==> config.mk <==
export PLATFORM = sky130hd
export DESIGN_NAME = duty_breathe_flat
export DESIGN_NICKNAME = d
export VERILOG_FILES = /design/src/rtl/duty_breathe_if.sv /design/src/rtl/duty_breathe.sv /design/src/flat_wrapper.sv
export SDC_FILE = /design/constraint.sdc
export NUM_CORES = 1
export LEC_CHECK = 0
export CORE_UTILIZATION = 56
export CTS_BUF_LIST = sky130_fd_sc_hd__clkbuf_4
export DETAILED_ROUTE_END_ITERATION = 8
export PLACE_DENSITY = 0.79
export SLEW_MARGIN = 25
export SYNTH_ARGS = -nofsm -noshare
export SYNTH_HDL_FRONTEND = slang
export SYNTH_SLANG_ARGS = --single-unit
==> constraint.sdc <==
create_clock -name clk -period 2.3 [get_ports clk]
set_input_delay 0.575 -clock clk [delete_from_list [all_inputs] [get_ports clk]]
set_output_delay 0.575 -clock clk [all_outputs]
set_load 0.05 [all_outputs]
==> src/rtl/duty_breathe_if.sv <==
// Control and duty bundle between the button/switch front end and duty_breathe.
// The master side drives the requests; the slave side returns duty, frame tick and state.
interface duty_breathe_if;
   logic       en;
   logic       mode;
   logic       inc;
   logic       dec;
   logic [7:0] duty;
   logic       frame_tick;
   logic [1:0] state;

   modport master (
      output en, mode, inc, dec,
      input  duty, frame_tick, state
   );

   modport slave (
      input  en, mode, inc, dec,
      output duty, frame_tick, state
   );
endinterface

==> src/rtl/duty_breathe.sv <==
// Frame-aligned duty source for the LED PWM stage.
// Produces either a breathing ramp or a manually stepped level.
module duty_breathe #(
   parameter int PERIOD_CYCLES   = 100000,
   parameter int FRAMES_PER_STEP = 4,
   parameter int STEP            = 1,
   parameter int HOLD_FRAMES     = 50,
   parameter int MAN_STEP        = 16
) (
   input logic           clk,
   input logic           rst,
   duty_breathe_if.slave bus
);

   typedef enum logic [1:0] {
      RISE    = 2'd0,
      HOLD_HI = 2'd1,
      FALL    = 2'd2,
      HOLD_LO = 2'd3
   } state_t;

   localparam int MAX_FRAMES = (FRAMES_PER_STEP > HOLD_FRAMES) ? FRAMES_PER_STEP : HOLD_FRAMES;
   localparam int CW         = (MAX_FRAMES < 2) ? 1 : $clog2(MAX_FRAMES);
   localparam int PW         = (PERIOD_CYCLES < 2) ? 1 : $clog2(PERIOD_CYCLES);

   localparam logic [PW-1:0] LAST_CYCLE = PW'(PERIOD_CYCLES - 1);
   localparam logic [CW-1:0] STEP_LAST  = CW'(FRAMES_PER_STEP - 1);
   localparam logic [CW-1:0] HOLD_LAST  = CW'(HOLD_FRAMES - 1);
   localparam logic [8:0]    STEP9      = 9'(STEP);
   localparam logic [8:0]    MAN9       = 9'(MAN_STEP);

   logic [PW-1:0] cycle_cnt;
   logic [PW-1:0] cycle_next;
   logic          tick_q;
   logic [7:0]    duty_q,   duty_d;
   state_t        state_q,  state_d;
   logic [CW-1:0] frames_q, frames_d;
   logic          pend_inc_q, pend_inc_d;
   logic          pend_dec_q, pend_dec_d;
   logic          seen_manual_q, seen_manual_d;
   logic          update;
   logic [8:0]    ramp_up;
   logic [8:0]    man_up;

   assign cycle_next = (cycle_cnt == LAST_CYCLE) ? '0 : cycle_cnt + 1'b1;
   assign update     = tick_q & bus.en;
   assign ramp_up    = {1'b0, duty_q} + STEP9;
   assign man_up     = {1'b0, duty_q} + MAN9;

   // Tick is registered from the next count so it is high exactly while the count is at the last cycle.
   always_ff @(posedge clk or negedge rst) begin
      if (!rst) begin
         cycle_cnt <= '0;
         tick_q    <= 1'b0;
      end else begin
         cycle_cnt <= cycle_next;
         tick_q    <= (cycle_next == LAST_CYCLE);
      end
   end

   always_ff @(posedge clk or negedge rst) begin
      if (!rst) begin
         duty_q        <= 8'd0;
         state_q       <= RISE;
         frames_q      <= '0;
         pend_inc_q    <= 1'b0;
         pend_dec_q    <= 1'b0;
         seen_manual_q <= 1'b0;
      end else begin
         duty_q        <= duty_d;
         state_q       <= state_d;
         frames_q      <= frames_d;
         pend_inc_q    <= pend_inc_d;
         pend_dec_q    <= pend_dec_d;
         seen_manual_q <= seen_manual_d;
      end
   end

   // A visit to manual mode makes the next breathing update re-enter RISE from the current duty.
   always_comb begin
      duty_d        = duty_q;
      state_d       = state_q;
      frames_d      = frames_q;
      seen_manual_d = seen_manual_q | ~bus.mode;

      if (update && bus.mode) begin
         if (seen_manual_q) begin
            state_d       = RISE;
            frames_d      = '0;
            seen_manual_d = 1'b0;
         end else begin
            case (state_q)
               RISE: begin
                  if (frames_q == STEP_LAST) begin
                     frames_d = '0;
                     if (ramp_up >= 9'd255) begin
                        duty_d  = 8'd255;
                        state_d = HOLD_HI;
                     end else begin
                        duty_d = ramp_up[7:0];
                     end
                  end else begin
                     frames_d = frames_q + 1'b1;
                  end
               end
               HOLD_HI: begin
                  if (frames_q == HOLD_LAST) begin
                     frames_d = '0;
                     state_d  = FALL;
                  end else begin
                     frames_d = frames_q + 1'b1;
                  end
               end
               FALL: begin
                  if (frames_q == STEP_LAST) begin
                     frames_d = '0;
                     if ({1'b0, duty_q} <= STEP9) begin
                        duty_d  = 8'd0;
                        state_d = HOLD_LO;
                     end else begin
                        duty_d = duty_q - STEP9[7:0];
                     end
                  end else begin
                     frames_d = frames_q + 1'b1;
                  end
               end
               HOLD_LO: begin
                  if (frames_q == HOLD_LAST) begin
                     frames_d = '0;
                     state_d  = RISE;
                  end else begin
                     frames_d = frames_q + 1'b1;
                  end
               end
            endcase
         end
      end else if (update) begin
         if (pend_inc_q && !pend_dec_q) begin
            duty_d = (man_up >= 9'd255) ? 8'd255 : man_up[7:0];
         end else if (pend_dec_q && !pend_inc_q) begin
            duty_d = ({1'b0, duty_q} > MAN9) ? duty_q - MAN9[7:0] : 8'd0;
         end
      end
   end

   // Requests arriving on the update edge start the next frame's pending set.
   always_comb begin
      pend_inc_d = pend_inc_q | bus.inc;
      pend_dec_d = pend_dec_q | bus.dec;
      if (bus.mode) begin
         pend_inc_d = 1'b0;
         pend_dec_d = 1'b0;
      end else if (update) begin
         pend_inc_d = bus.inc;
         pend_dec_d = bus.dec;
      end
   end

   assign bus.duty       = duty_q;
   assign bus.frame_tick = tick_q;
   assign bus.state      = state_q;

endmodule

==> src/flat_wrapper.sv <==
// flat-port wrapper written by rule: the top's interface ports become plain ports
module duty_breathe_flat 
#(
   parameter int PERIOD_CYCLES   = 100000,
   parameter int FRAMES_PER_STEP = 4,
   parameter int STEP            = 1,
   parameter int HOLD_FRAMES     = 50,
   parameter int MAN_STEP        = 16
)
  (clk, rst, bus_en, bus_mode, bus_inc, bus_dec, bus_duty, bus_frame_tick, bus_state);
  duty_breathe_if bus_i ();
  input logic clk;
  input logic rst;
  input wire logic [$bits(bus_i.en)-1:0] bus_en;
  input wire logic [$bits(bus_i.mode)-1:0] bus_mode;
  input wire logic [$bits(bus_i.inc)-1:0] bus_inc;
  input wire logic [$bits(bus_i.dec)-1:0] bus_dec;
  output wire logic [$bits(bus_i.duty)-1:0] bus_duty;
  output wire logic [$bits(bus_i.frame_tick)-1:0] bus_frame_tick;
  output wire logic [$bits(bus_i.state)-1:0] bus_state;
  assign bus_i.en = bus_en;
  assign bus_i.mode = bus_mode;
  assign bus_i.inc = bus_inc;
  assign bus_i.dec = bus_dec;
  assign bus_duty = bus_i.duty;
  assign bus_frame_tick = bus_i.frame_tick;
  assign bus_state = bus_i.state;
  duty_breathe #(.PERIOD_CYCLES(PERIOD_CYCLES), .FRAMES_PER_STEP(FRAMES_PER_STEP), .STEP(STEP), .HOLD_FRAMES(HOLD_FRAMES), .MAN_STEP(MAN_STEP)) u_core (.clk(clk), .rst(rst), .bus(bus_i));
endmodule
# Word-level counts from Yosys, hierarchy flattened
# Cells that the tools add are included.
[classes] n_addsub=6 n_lt_le_gt_ge=4 eq_ne=17 muxes=31 bitwise=5 n_reduce_logical=12
[op_table] cell="8-bit two-way mux" count=11
[op_table] cell="17-bit equality test, second input constant" count=2
[op_table] cell="9-bit by 8-bit >= comparator with 1-bit output, second input constant" count=2
[op_table] cell="6-bit two-way mux" count=3
[op_table] cell="3-bit by 1-bit != test with 1-bit output, second input constant" count=6
[op_table] cell="17-bit by 1-bit adder with 17-bit output, second input constant" count=1
[op_table] cell="17-bit two-way mux" count=1
[op_table] cell="8-bit one-hot mux with 2 select lines" count=1
[op_table] cell="2-bit two-way mux" count=7
[op_table] cell="6-bit one-hot mux with 2 select lines" count=1
[op_table] cell="8-bit by 1-bit adder with 9-bit output, second input constant" count=1
[op_table] cell="8-bit by 5-bit adder with 9-bit output, second input constant" count=1
[op_table] cell="3-bit != test, second input constant" count=3
[op_table] cell="8-bit by 5-bit greater-than comparator with 1-bit output, second input constant" count=1
[op_table] cell="8-bit by 1-bit less-or-equal comparator with 1-bit output, second input constant" count=1
[op_table] cell="2-bit one-hot mux with 4 select lines" count=1
[op_table] cell="8-bit by 1-bit subtractor with 8-bit output, second input constant" count=1
[op_table] cell="8-bit by 5-bit subtractor with 8-bit output, second input constant" count=1
[op_table] cell="7-bit AND reduction" count=1
[op_table] cell="6-bit by 1-bit adder with 6-bit output, second input constant" count=1
[op_table] cell="6-bit by 2-bit equality test with 1-bit output, second input constant" count=1
[op_table] cell="6-bit equality test, second input constant" count=1
[op_table] cell="1-bit two-way mux" count=6
[op_table] cell="6-bit AND reduction" count=1
[op_table] cell="other kinds (12)" count=19
[totals] register_bits=37 wordCells=83

# Depth between registers and ports, before layout
[logic_depth] depth_word=7 ltp_mapped=9 depth_no_buf=8

# Worst setup path after synthesis
# Ideal clock, no wire load.
[synth_path] path_type="reg2reg" startpoint="register u_core.duty_q[4], in the netlist u_core.bus.duty[4]" endpoint="register u_core.duty_q[3], in the netlist u_core.bus.duty[3]" arrival_time_ps=2676 slack_ps=-500 stages_incl_launch_ff=9 n_path_buf=1 period_less_slack_ps=2800 cell_sequence="dfrtp_1 > clkbuf_1 > inv_1 > ha_1 > nand4b_1 > a221oi_1 > o21ai_0 > a21oi_2 > mux2_2"
[synth_between] elab_chain_len=7 elab_cells_between_ends=18 cone_classes="add/sub: 2; order compare: 4; mux: 12"
[synth_lines] element="from (decl)" line="duty_breathe.sv:35" source="logic [7:0] duty_q, duty_d;"
[synth_lines] element="from (signal assigned)" line="duty_breathe.sv:70" source="duty_q <= duty_d;"
[synth_lines] element="8-bit by 1-bit adder with 9-bit output" line="duty_breathe.sv:47" source="assign ramp_up = {1'b0, duty_q} + STEP9;"
[synth_lines] element="9-bit by 8-bit >= comparator with 1-bit output" line="duty_breathe.sv:96" source="if (ramp_up >= 9'd255) begin"
[synth_lines] element="8-bit two-way mux" line="duty_breathe.sv:96"
[synth_lines] element="8-bit two-way mux" line="duty_breathe.sv:94" source="if (frames_q == STEP_LAST) begin"
[synth_lines] element="8-bit one-hot mux with 2 select lines" line="duty_breathe.sv:92" source="case (state_q)"
[synth_lines] element="8-bit two-way mux" line="duty_breathe.sv:87" source="if (seen_manual_q) begin"
[synth_lines] element="8-bit two-way mux (*)" line="duty_breathe.sv:86" source="if (update && bus.mode) begin"
# Every way passes the cells marked *; elsewhere a longest branch is shown, timed or not. The select of a mux whose other input is x is not followed.
# A chain may end at the register's enable or synchronous reset.

# Final worst setup path
[layout_path] startpoint="register u_core.duty_q[4], in the netlist u_core.bus.duty[4]" endpoint="register u_core.duty_q[4], in the netlist u_core.bus.duty[4]"
# Same word-level chain as after synthesis.

==> results.cfg <==
[power_and_ir_drop]
leakagePower_uw = 0.00148
p_per_area_nw_per_um2 = 335
ir_drop_uv = 356

[global_route]
grtUsageTotal = 0.269
gr-total-overflow = 0
grt_pass1_vias = 2417
grt_first_pass_wirelength_mm = 11.0
antenna_found_initial = 0
grt_max_degree = 17

[critical_path]
cpMaxStageDelayCell = dfrtp_2
cp.required_ns = 2.52
worstPathCellList = ha_1, nand4_1, nor3_2, o311a_1, a21boi_0, buf_4, nor3b_1, o221ai_1
path_max_fanout = 8
start_kind = flip-flop
max_stage_delay_ns = 0.49
cp-end-kind = flip-flop
crit_type = flip-flop to flip-flop
crit_arrival_ns = 2.44

[place]
dp_hpwl_mm = 4.95
io_buffer_count = 16
gp_congestion = 0.949
place_ws_ns = -0.0551
placed_area_um2 = 3260

[logic_synthesis]
synth_edf_count = 0
synth.distinct_cells = 63
ys_async_sr_fraction = 1.00
yosys-top-cells-area = dfrtp_1 33%, ha_1 8.0%, xor2_1 4.1%
synth_cells = 323
synth_top_area_share = 0.331
netlist_area_um2 = 2800
syn-num-nets = 347
avgSynthCellArea_um2 = 8.67
synth.most_common_cell = dfrtp_1
synth_seq_cells = 37
synth_common_cells = 37 x dfrtp_1, 26 x nand2_1, 26 x nor2_1, 22 x o21ai_0
yosys_warnings = 0
yosysSeqAreaShare = 0.331
ys.flop_type = dfrtp_1
synth_top_cell_by_area = dfrtp_1

[timing]
skew_ns = 0.0147
min_period_ns = 2.22
rsz0062_at_grt = false
maxSlewHeadroom = 0.664
worst_slack_ns = 0.0808
hold_slack_ns = 0.109
slew_viol_final = 0
period_share = 0.965
hold_viol_final = 0
max_freq_mhz = 451
worstMarginPinSlew_ns = 0.503
final-setup-viol-count = 0

[cells_and_area]
area_growth_pct = 22.8
antennaDiodeCount = 0
drive_gt1_frac = 0.228
fin_nets = 400
final_area_um2 = 3440
nFillCells = 372

[clocking]
clkLatencyLatePin_ns = 0.35
cts.clk_slew.worst_paths_ns = 0.12
cts_root_buf = clkbuf_4
tritoncts = yes
clk_path_buf_depth = 2
cts.sinks = 37
htreeDepth = 2
numCtsBuffers = 5

[die]
die-area_um2 = 5280
io_pins = 17
core-area_um2 = 4750
placementRows = 25
start_util = 0.589
die_y_um = 72.7
die_x_um = 72.7

[route]
drt-total-wl_mm = 6.67
route.detailed.drc = 0
num_vias = 2648
via_per_inst = 5.96
ant_nets = 0
wl_per_cell_um = 15.0
drt-pass1-iter-count = 5
drt_iter0_markers = 242

[worst_hold_path]
hold_path_class = primary input to async pin

[outcome]
status = complete, no violations

[job]
maxCapViolations = 0
==> path summary, 6_finish.rpt <==
kind	start	end	slack, ns	depth (start not counted)
min in group clk	u_core.cycle_cnt[0]	u_core.cycle_cnt[0]	0.54	1
max	u_core.bus.duty[4]	u_core.bus.duty[4]	0.08	8
min	rst	u_core.cycle_cnt[4]	0.11	1
max in group asynchronous	rst	u_core.cycle_cnt[6]	1.68	2
min reg2reg	u_core.cycle_cnt[0]	u_core.cycle_cnt[0]	0.54	1
max reg2reg	u_core.bus.duty[4]	u_core.bus.duty[4]	0.08	8
==> layout make-up <==
type,instances,area (um^2),area share
repair buffers,59,468,0.136
multi-input cells,259,1820,0.528
flip-flops and latches,37,933,0.272
clock buffers,5,37.5,0.0109
well taps,67,83.8,0.0244
inverters,14,52.6,0.0153
clock inverters,3,46.3,0.0135
==> timing repair <==
item                       4_1_cts  5_1_grt
setup buffers                    1        4
setup endpoints to repair        3       11
gates resized for setup          3       15
pin swaps                        0        2
hold buffers                     0        0
==> sequential cells by signal (all words and copies together), names as in the netlist <==
name,count
u_core.bus.duty,8
u_core.bus.frame_tick,1
u_core.bus.state,2
u_core.cycle_cnt,17
u_core.frames_q,6
u_core.pend_dec_q,1
u_core.pend_inc_q,1
u_core.seen_manual_q,1
==> stage by stage <==
step / setup TNS [ns] / instances / total power [uW] / utilization
after floorplan: -0.110 / 323 / 676 / -
after global placement: 0 / 431 / 707 / 0.685
after detailed placement: -0.158 / 431 / 708 / 0.685
after CTS: 0 / 440 / 1170 / 0.704
after global routing: 0 / 444 / 1190 / 0.723
final: 0 / 444 / 1150 / 0.723
==> per-layer routing <==
layer	up-vias	track usage	routed length [um]
met1	1257	0.359	2980
met2	93	0.442	3210
li1	1284	-	-
met3	14	0.0511	380
met4	0	0.0893	90
met5	-	0	0
==> logic make-up (layout without fill, tap and decap cells) <==
kind of cell    after synthesis  in the layout  synth area share
flops                        37             37             0.331
simple gates                132            132             0.262
xor+xnor                     24             24            0.0751
mux                           3              3            0.0116
fa+ha+maj                    18             18            0.0805
compound gates               82             82             0.200
buf+inv                      27             81            0.0402
==> layout by cell type, fill, tap and decap left out, types with 3 or more instances in the layout <==
cell type,count
o21ai_1,5
a21oi_1,15
nor3_2,3
nand4_1,9
nand3_1,18
nor2b_1,3
nor2_1,26
inv_1,14
a31oi_1,3
dfrtp_1,31
ha_1,16
or4_1,3
o21ai_0,18
clkdlybuf4s50_1,8
a211oi_1,3
nor3_1,8
xnor2_1,11
xor2_1,13
nand2b_1,4
a221oi_1,3
or2_2,4
buf_4,47
a21boi_0,3
nor3b_1,3
and3_1,8
clkbuf_4,5
dfrtp_2,6
nand2_1,26
==> power by group <==
| group | internal [uW] | total (uW) | switching (uW) |
|---|---|---|---|
| combinational | 16.2 | 40.6 | 24.5 |
| sequential | 653 | 654 | 1.61 |
| clock | 230 | 456 | 226 |
==> worst max-delay path, delay by kind of cell, from the launching register on <==
kind                       cells  cell delay, ns
adders and majority gates      1            0.27
DFF                            1            0.49
and+or+nand+nor                3            0.51
AOI/OAI and AO/OA              3            0.65
buffers and inverters          1            0.16
No activity file was read; power rests on OpenSTA's default activity.
